$ cat config.mk
export PLATFORM = sky130hd
export DESIGN_NAME = pc_sequencer_flat
export DESIGN_NICKNAME = d
export VERILOG_FILES = /design/src/rtl/pc_sequencer_if.sv /design/src/rtl/pc_sequencer.sv /design/src/flat_wrapper.sv
export SDC_FILE = /design/constraint.sdc
export NUM_CORES = 1
export LEC_CHECK = 0
export BUFFER_PORTS_ARGS = -buffer_cell sky130_fd_sc_hd__buf_2
export CORE_MARGIN = 10
export CORE_UTILIZATION = 50
export CTS_CLUSTER_DIAMETER = 30
export DETAILED_ROUTE_END_ITERATION = 8
export PLACE_DENSITY_LB_ADDON = 0.15
export REMOVE_ABC_BUFFERS = 1
export SETUP_SLACK_MARGIN = 0.05
export SLEW_MARGIN = 20
export SYNTH_ARGS = -nofsm -noshare
export SYNTH_HDL_FRONTEND = slang
export SYNTH_SLANG_ARGS = --single-unit
$ cat constraint.sdc
create_clock -name clk -period 3.8 [get_ports clk]
set_input_delay 0.38 -clock clk [delete_from_list [all_inputs] [get_ports clk]]
set_output_delay 0.38 -clock clk [all_outputs]
set_load 0.01 [all_outputs]
$ cat src/rtl/pc_sequencer_if.sv
// Fetch/execute sequencer bus: stall and jump-decode inputs, PC and control strobes out.
// The slave modport is the sequencer side; the master modport is the core/decoder side.
interface pc_sequencer_if;
    logic        instr_stall;
    logic        exec_stall;
    logic [1:0]  jump_sel;
    logic [31:0] rs_value;
    logic [25:0] instr_index;
    logic [15:0] imm16;
    logic [31:0] pc;
    logic [31:0] link_addr;
    logic        state;
    logic        fetch_en;
    logic        active;
    logic        fault;

    modport master (
        output instr_stall, exec_stall, jump_sel, rs_value, instr_index, imm16,
        input  pc, link_addr, state, fetch_en, active, fault
    );

    modport slave (
        input  instr_stall, exec_stall, jump_sel, rs_value, instr_index, imm16,
        output pc, link_addr, state, fetch_en, active, fault
    );
endinterface

$ cat src/rtl/pc_sequencer.sv
// Program counter and FETCH/EXEC/HALTED sequencer with one branch delay slot.
// Optional macro PC_ALIGN_CHECK_EN: misaligned jump targets halt the core and raise a sticky fault.
module pc_sequencer #(
    parameter logic [31:0] RESET_VECTOR = 32'hBFC0_0000,
    parameter logic [31:0] HALT_ADDR    = 32'h0000_0000
) (
    input  logic           clk,
    input  logic           reset,
    pc_sequencer_if.slave  bus
);
    localparam int unsigned XLEN = 32;

    typedef enum logic [1:0] {
        S_FETCH  = 2'd0,
        S_EXEC   = 2'd1,
        S_HALTED = 2'd2
    } state_t;

    state_t            r_state;
    state_t            w_state_next;
    logic [XLEN-1:0]   r_pc;
    logic [XLEN-1:0]   w_pc_next;
    logic [XLEN-1:0]   r_pend_target;
    logic [XLEN-1:0]   w_pend_target_next;
    logic              r_pending;
    logic              w_pending_next;
    logic [XLEN-1:0]   w_pc_plus4;
    logic [XLEN-1:0]   w_target;
    logic              w_misaligned;
    logic              w_slot_fault;

    assign w_pc_plus4 = r_pc + XLEN'(4);

    // Jump target as seen from the branch instruction itself
    always_comb begin
        w_target = w_pc_plus4;
        unique case (bus.jump_sel)
            2'b01:   w_target = bus.rs_value;
            2'b10:   w_target = {w_pc_plus4[31:28], bus.instr_index, 2'b00};
            2'b11:   w_target = w_pc_plus4 + {{14{bus.imm16[15]}}, bus.imm16, 2'b00};
            default: w_target = w_pc_plus4;
        endcase
    end

`ifdef PC_ALIGN_CHECK_EN
    assign w_misaligned = (r_pend_target[1:0] != 2'b00);
`else
    assign w_misaligned = 1'b0;
`endif

    always_comb begin
        w_state_next       = r_state;
        w_pc_next          = r_pc;
        w_pending_next     = r_pending;
        w_pend_target_next = r_pend_target;
        w_slot_fault       = 1'b0;
        unique case (r_state)
            S_FETCH: begin
                if (!bus.instr_stall) w_state_next = S_EXEC;
            end
            S_EXEC: begin
                if (!bus.exec_stall) begin
                    if (r_pending) begin
                        // Delay slot completes: the captured target replaces pc+4
                        w_pending_next = 1'b0;
                        if (w_misaligned) begin
                            w_slot_fault = 1'b1;
                            w_state_next = S_HALTED;
                        end else begin
                            w_pc_next    = r_pend_target;
                            w_state_next = (r_pend_target == HALT_ADDR) ? S_HALTED : S_FETCH;
                        end
                    end else begin
                        w_pc_next    = w_pc_plus4;
                        w_state_next = (w_pc_plus4 == HALT_ADDR) ? S_HALTED : S_FETCH;
                        if (bus.jump_sel != 2'b00) begin
                            w_pending_next     = 1'b1;
                            w_pend_target_next = w_target;
                        end
                    end
                end
            end
            S_HALTED: w_state_next = S_HALTED;
            default:  w_state_next = S_FETCH;
        endcase
    end

    always_ff @(posedge clk or posedge reset) begin
        if (reset) begin
            r_state       <= S_FETCH;
            r_pc          <= RESET_VECTOR;
            r_pending     <= 1'b0;
            r_pend_target <= '0;
        end else begin
            r_state       <= w_state_next;
            r_pc          <= w_pc_next;
            r_pending     <= w_pending_next;
            r_pend_target <= w_pend_target_next;
        end
    end

`ifdef PC_ALIGN_CHECK_EN
    logic r_fault;

    always_ff @(posedge clk or posedge reset) begin
        if (reset)             r_fault <= 1'b0;
        else if (w_slot_fault) r_fault <= 1'b1;
    end

    assign bus.fault = r_fault;
`else
    logic w_unused_fault;
    assign w_unused_fault = w_slot_fault;
    assign bus.fault      = 1'b0;
`endif

    assign bus.pc        = r_pc;
    assign bus.link_addr = r_pc + XLEN'(8);
    assign bus.state     = (r_state == S_EXEC);
    assign bus.fetch_en  = (r_state == S_FETCH);
    assign bus.active    = (r_state != S_HALTED);
endmodule

$ cat src/flat_wrapper.sv
// flat-port wrapper written by rule: the top's interface ports become plain ports
module pc_sequencer_flat 
#(
    parameter logic [31:0] RESET_VECTOR = 32'hBFC0_0000,
    parameter logic [31:0] HALT_ADDR    = 32'h0000_0000
)
  (clk, reset, bus_instr_stall, bus_exec_stall, bus_jump_sel, bus_rs_value, bus_instr_index, bus_imm16, bus_pc, bus_link_addr, bus_state, bus_fetch_en, bus_active, bus_fault);
  pc_sequencer_if bus_i ();
  input  logic clk;
  input  logic reset;
  input wire logic [$bits(bus_i.instr_stall)-1:0] bus_instr_stall;
  input wire logic [$bits(bus_i.exec_stall)-1:0] bus_exec_stall;
  input wire logic [$bits(bus_i.jump_sel)-1:0] bus_jump_sel;
  input wire logic [$bits(bus_i.rs_value)-1:0] bus_rs_value;
  input wire logic [$bits(bus_i.instr_index)-1:0] bus_instr_index;
  input wire logic [$bits(bus_i.imm16)-1:0] bus_imm16;
  output wire logic [$bits(bus_i.pc)-1:0] bus_pc;
  output wire logic [$bits(bus_i.link_addr)-1:0] bus_link_addr;
  output wire logic [$bits(bus_i.state)-1:0] bus_state;
  output wire logic [$bits(bus_i.fetch_en)-1:0] bus_fetch_en;
  output wire logic [$bits(bus_i.active)-1:0] bus_active;
  output wire logic [$bits(bus_i.fault)-1:0] bus_fault;
  assign bus_i.instr_stall = bus_instr_stall;
  assign bus_i.exec_stall = bus_exec_stall;
  assign bus_i.jump_sel = bus_jump_sel;
  assign bus_i.rs_value = bus_rs_value;
  assign bus_i.instr_index = bus_instr_index;
  assign bus_i.imm16 = bus_imm16;
  assign bus_pc = bus_i.pc;
  assign bus_link_addr = bus_i.link_addr;
  assign bus_state = bus_i.state;
  assign bus_fetch_en = bus_i.fetch_en;
  assign bus_active = bus_i.active;
  assign bus_fault = bus_i.fault;
  pc_sequencer #(.RESET_VECTOR(RESET_VECTOR), .HALT_ADDR(HALT_ADDR)) u_core (.clk(clk), .reset(reset), .bus(bus_i));
endmodule
### Yosys cells after proc, flatten, opt, wreduce, memory -nomap -nowiden

Index checks and enable logic that the tools add are counted.

* bitwise gates (word level): 2
* shift operators: 0
* reduce and logical (&&, ||, !) cells: 7
* magnitude comparators: 0
* $add $sub $neg: 3
* equal/unequal tests: 8
* $mul: 0
* divide/modulo/power cells: 0
* multiplexer cells: 10

Operator list (number)
* $pmux W32 S3: 1
* $logic_not A32 Y1: 2
* $add A32 B3 Y32 const B: 1
* $add A32 B32 Y32: 1
* $add A32 B4 Y32 const B: 1
* $mux W32: 1
* $mux W2: 5
* $eq A2 B2 Y1 const B: 3
* $ne A2 B2 Y1 const B: 3
* $pmux W2 S3: 1
* $eq A2 B1 Y1 const B: 2
* $reduce_and A2 Y1: 2
* $reduce_and A4 Y1: 1
* $logic_not A2 Y1: 1
* $mux W1: 2
* $not A1 Y1: 2
* $reduce_bool A2 Y1: 1

* memory bits (writable): 0
* memories: 0
* logic and storage cells: 34
* flip-flop bits (word level): 67
* bits in latches: 0
* ROM bits: 0

### Logic depth before layout (Yosys ltp)

* word-level depth: 6
* depth in mapped cells: 18
* mapped depth without buffers: 17

### Worst setup path after synthesis

Ideal clock, no wire load.

* path type: register to register
* start point: register u_core.r_pc[4] (netlist: u_core.bus.pc[4])
* end point: register u_core.r_pend_target[22]
* path buffers: 1
* stages on the path, launching flop included: 17
* arrival time: 3.450 ns
* library setup time: 0.126 ns
* path slack: 0.224 ns
* cells stage by stage: dfrtp_1 > ha_1 > and4_4 > buf_6 > nand4_4 > nor2_4 > xnor2_1 > inv_1 > ha_1 > and3_1 > a31oi_1 > o21ai_0 > a31oi_1 > o31ai_1 > xor2_1 > mux2_2 > a221o_1

* longest elaborated chain between the ends: 3

Ends and longest elaborated chain
* start: declaration: line pc_sequencer.sv:21 `logic [XLEN-1:0] r_pc;`
* start signal: assignment: line pc_sequencer.sv:96 `r_pc <= w_pc_next;`
* $add A32 B3 Y32 *: line pc_sequencer.sv:32 `assign w_pc_plus4 = r_pc + XLEN'(4);`
* $add A32 B32 Y32: line pc_sequencer.sv:40 `2'b11: w_target = w_pc_plus4 + {{14{bus.imm16[15]}}, bus.imm16, 2'b00};`
* $pmux W32 S3 *: line pc_sequencer.sv:37 `unique case (bus.jump_sel)`
* end signal: assignment: line pc_sequencer.sv:98 `r_pend_target <= w_pend_target_next;`
* end: declaration: line pc_sequencer.sv:23 `logic [XLEN-1:0] r_pend_target;`

Every way passes the cells marked *; elsewhere a longest branch is shown, timed or not.
A chain may end at the register's enable or synchronous reset.

### Worst setup path in the final report

* start point: register u_core.r_pc[3] (netlist: u_core.bus.pc[3])
* end point: register u_core.r_pend_target[22]

The elaborated chain is that of the path after synthesis.

==> flow_summary.ini <==
[synth]
synth_common_cells = 103 x nand2_1, 94 x o21ai_0, 58 x dfrtp_1
yosys.area_share.simple_pct = 22.6
avgSynthCellArea_um2 = 7.80
synth-compound-area-share_pct = 20.4
yosysUniqueCellTypes = 69
synth_top_family_by_area = simple AND/OR/NAND/NOR gates
ys_ff_latch = 67
yosys_warnings = 0
yosysMostFrequentCell = nand2_1
synth_edf_count = 0
synth_area_mm2 = 0.00628
synth_top_area_share_pct = 23.1
synthMuxAreaShare_pct = 5.22
synthFlopType = dfrtp_1
ys_top_cells_by_area = dfrtp_1 23%, o21ai_0 7.5%, ha_1 7.0%
yosys.area_share.adder_pct = 7.29
ys_seq_area_share_pct = 26.9
synth_xor_area_share_pct = 11.0
synth_top_cell_by_area = dfrtp_1
async_reset_ff_share_pct = 100
synth_cells = 805

[setup_path]
crit_family = compound AO/OA/AOI/OAI gates
end_kind = flop
r2r_start = u_core.bus.pc[3]
critical_path_buf_inv_count = 2
path_class = flop to flop
cp_num_cells = 14
required_ns = 4.03
reg2regPathDepth = 14
crit_path_start_kind = flop
crit_chain = ha_2 -> buf_4 -> nand2_1 -> xnor2_2 -> ha_1 -> o211a_1 -> o31a_1 -> o41a_1 -> a31oi_2 -> o31ai_1 -> buf_4 -> xor2_1 -> mux2_2 -> a221o_1
path_common_cell = buf_4
reg2reg_slack_ns = 0.18
startpoint = u_core.bus.pc[3]
crit_path_end = u_core.r_pend_target[22]
worstPathMaxFanout = 5
arrival_ns = 3.85
crit_slowest_cell = o41a_1
r2r_end = u_core.r_pend_target[22]
slowest_delay_ns = 0.47

[layout]
syn_to_final_growth_pct = 23.4
diodes = 0
fin_area_mm2 = 0.00775
final_nets = 1071
drive_gt1_share_pct = 27.9
nFillCells = 1110

[route]
drt-wirelength-per-cell_um = 20.0
drc_errors = 0
vias_per_cell = 5.92
detail-route-antenna-nets = 0
drtIter0Drc = 791
drt-total-wl_mm = 22.6
dr_total_vias = 6677
dr.pass1.iters = 5

[status]
outcome = finished, final reports clean

[global_route]
antenna_found_initial = 0
grt_first_pass_wirelength_mm = 35.6
grt_pass1_vias = 6510
grt_start_max_net_pins = 53
grt_usage_pct = 25.0
grt_overflow = 0

[job]
maxCapViolations = 0

[die]
die_h_um = 132
rows = 40
die_w_um = 132
start_util_pct = 51.6
core_area_mm2 = 0.0122
die_area_mm2 = 0.0174
io_pins = 148

[place]
place_ws_ns = 0.0389
dpl_cell_area_mm2 = 0.00726
finalWeightedCongestion = 0.977
port_buffers = 146
dp_hpwl_mm = 17.4

[clock_tree]
clk_latency_ns = 0.35
clockBufferDepth = 2
root_buffer = clkbuf_16
htree_levels = 3
cts_tree = built
clock-sinks = 67
clkTransAtPathRegs_ns = 0.06
cts_made_buffers = 9

[timing]
post-route-min-period_ns = 3.62
worst_pin_slew_ns = 1.01
setup_slack_ns = 0.175
fin_skew_ns = 0.00535
maxSlewViolCount = 0
max_slew_margin_pct = 32.6
fin_crit_sh_pct = 95.4
timing.final.hold_violations = 0
fmax_mhz = 276
setup_viol = 0
holdWs_ns = 0.259

[power_and_ir_drop]
p_leak_nw = 3.80
peakVddDrop_uv = 342
p_per_area_mw_per_mm2 = 774

[worst_hold_path]
hold_path_class = primary input to asynchronous set/reset pin
==> where the power goes <==
| group | switching (mW) | internal [mW] | total, mW | leakage [nW] |
|---|---|---|---|---|
| combinational | 2.11 | 1.55 | 3.66 | 2.87 |
| sequential | 0.470 | 1.08 | 1.55 | 0.804 |
| clock | 0.358 | 0.438 | 0.796 | 0.125 |
==> per-stage QoR <==
stage	utilization, %	setup TNS [ns]	cells	power [mW]
3_5_place_dp	59.7	0	1105	5.04
6_report	63.7	0	1128	6.00
4_1_cts	62.1	0	1121	5.86
5_1_grt	63.7	-0.00811	1128	6.46
3_3_place_gp	59.7	0	1105	4.99
2_1_floorplan	-	0	745	3.64
==> cells in the final DEF (no fill, tap or decap), types with 5 or more instances in the layout <==
| cell | n |
|---|---|
| o211ai_1 | 6 |
| buf_2 | 146 |
| nand3_1 | 18 |
| o22ai_1 | 6 |
| buf_4 | 53 |
| xnor2_1 | 38 |
| dfrtp_1 | 57 |
| o21ai_0 | 94 |
| nand2_1 | 103 |
| nand4_1 | 9 |
| ha_1 | 33 |
| mux2i_1 | 26 |
| xor2_2 | 5 |
| dfstp_2 | 9 |
| xor2_1 | 31 |
| or3_1 | 11 |
| a21o_1 | 16 |
| a22oi_1 | 6 |
| mux2_2 | 6 |
| nand2b_1 | 15 |
| clkbuf_16 | 9 |
| a31oi_1 | 14 |
| nor2_1 | 51 |
| and3_1 | 15 |
| inv_1 | 25 |
| a21oi_1 | 43 |
| o31ai_1 | 5 |
| nor4_1 | 12 |
| nor3_1 | 14 |
==> routing by layer <==
metal / wire (um) / share of wire, % / vias to the layer above / global-route usage (%)
met1: 10300 / 46 / 3178 / 35.2
li1: - / - / 3157 / -
met2: 10000 / 44 / 322 / 37.4
met5: 0 / 0 / - / 0
met4: 246 / 1.1 / 0 / 6.55
met3: 1980 / 8.8 / 20 / 5.37
==> worst register-to-register path, delay by kind of cell (launching register included) <==
family / cells / cell delay (ns)
adders and majority gates: 2 / 0.58
buffers and inverters: 2 / 0.31
xor gates and xnor gates: 2 / 0.41
and+or+nand+nor: 1 / 0.09
muxes: 1 / 0.27
DFF: 1 / 0.38
AOI/OAI and AO/OA: 6 / 1.49
==> cell families after synthesis <==
family / Yosys count
fa+ha+maj: 36
other cells: 1
compound gates: 217
flops: 67
simple gates: 287
xor+xnor: 78
mux: 32
buf+inv: 87
==> final cells by class <==
| class | instances | area [um^2] | share of cell area [%] |
|---|---|---|---|
| well taps | 168 | 210 | 2.71 |
| multi-input cells | 651 | 4350 | 56.1 |
| inverters | 27 | 101 | 1.31 |
| repair buffers | 199 | 1130 | 14.6 |
| clock buffers | 9 | 225 | 2.91 |
| flip-flops and latches | 67 | 1690 | 21.8 |
| clock inverters | 7 | 45.0 | 0.581 |
==> state kept, by name (all words and copies together) (netlist names) <==
register and cells:
u_core.r_pending 1, u_core.bus.pc 32, u_core.r_state 2, u_core.r_pend_target 32
==> repair_timing <==
action | CTS | global route
resized for setup | 2 | 31
pin swaps | 0 | 5
cloned | 0 | 0
buffers inserted | 0 | 7
setup endpoints to repair | 1 | 17
hold buffers | 0 | 0
==> worst min path at each step <==
stage                           start                      end  slack [ns]  cells after the start
floorplan           u_core.r_state[1]        u_core.r_state[0]        0.45                      1
global placement    u_core.r_state[1]        u_core.r_state[0]        0.46                      1
detailed placement  u_core.r_state[1]        u_core.r_state[0]        0.48                      1
CTS                             reset        u_core.r_state[0]        0.30                      2
global route          bus_rs_value[0]  u_core.r_pend_target[0]        0.31                      3
finish                          reset        u_core.r_state[0]        0.26                      2
(Power assumes the default switching activity.)
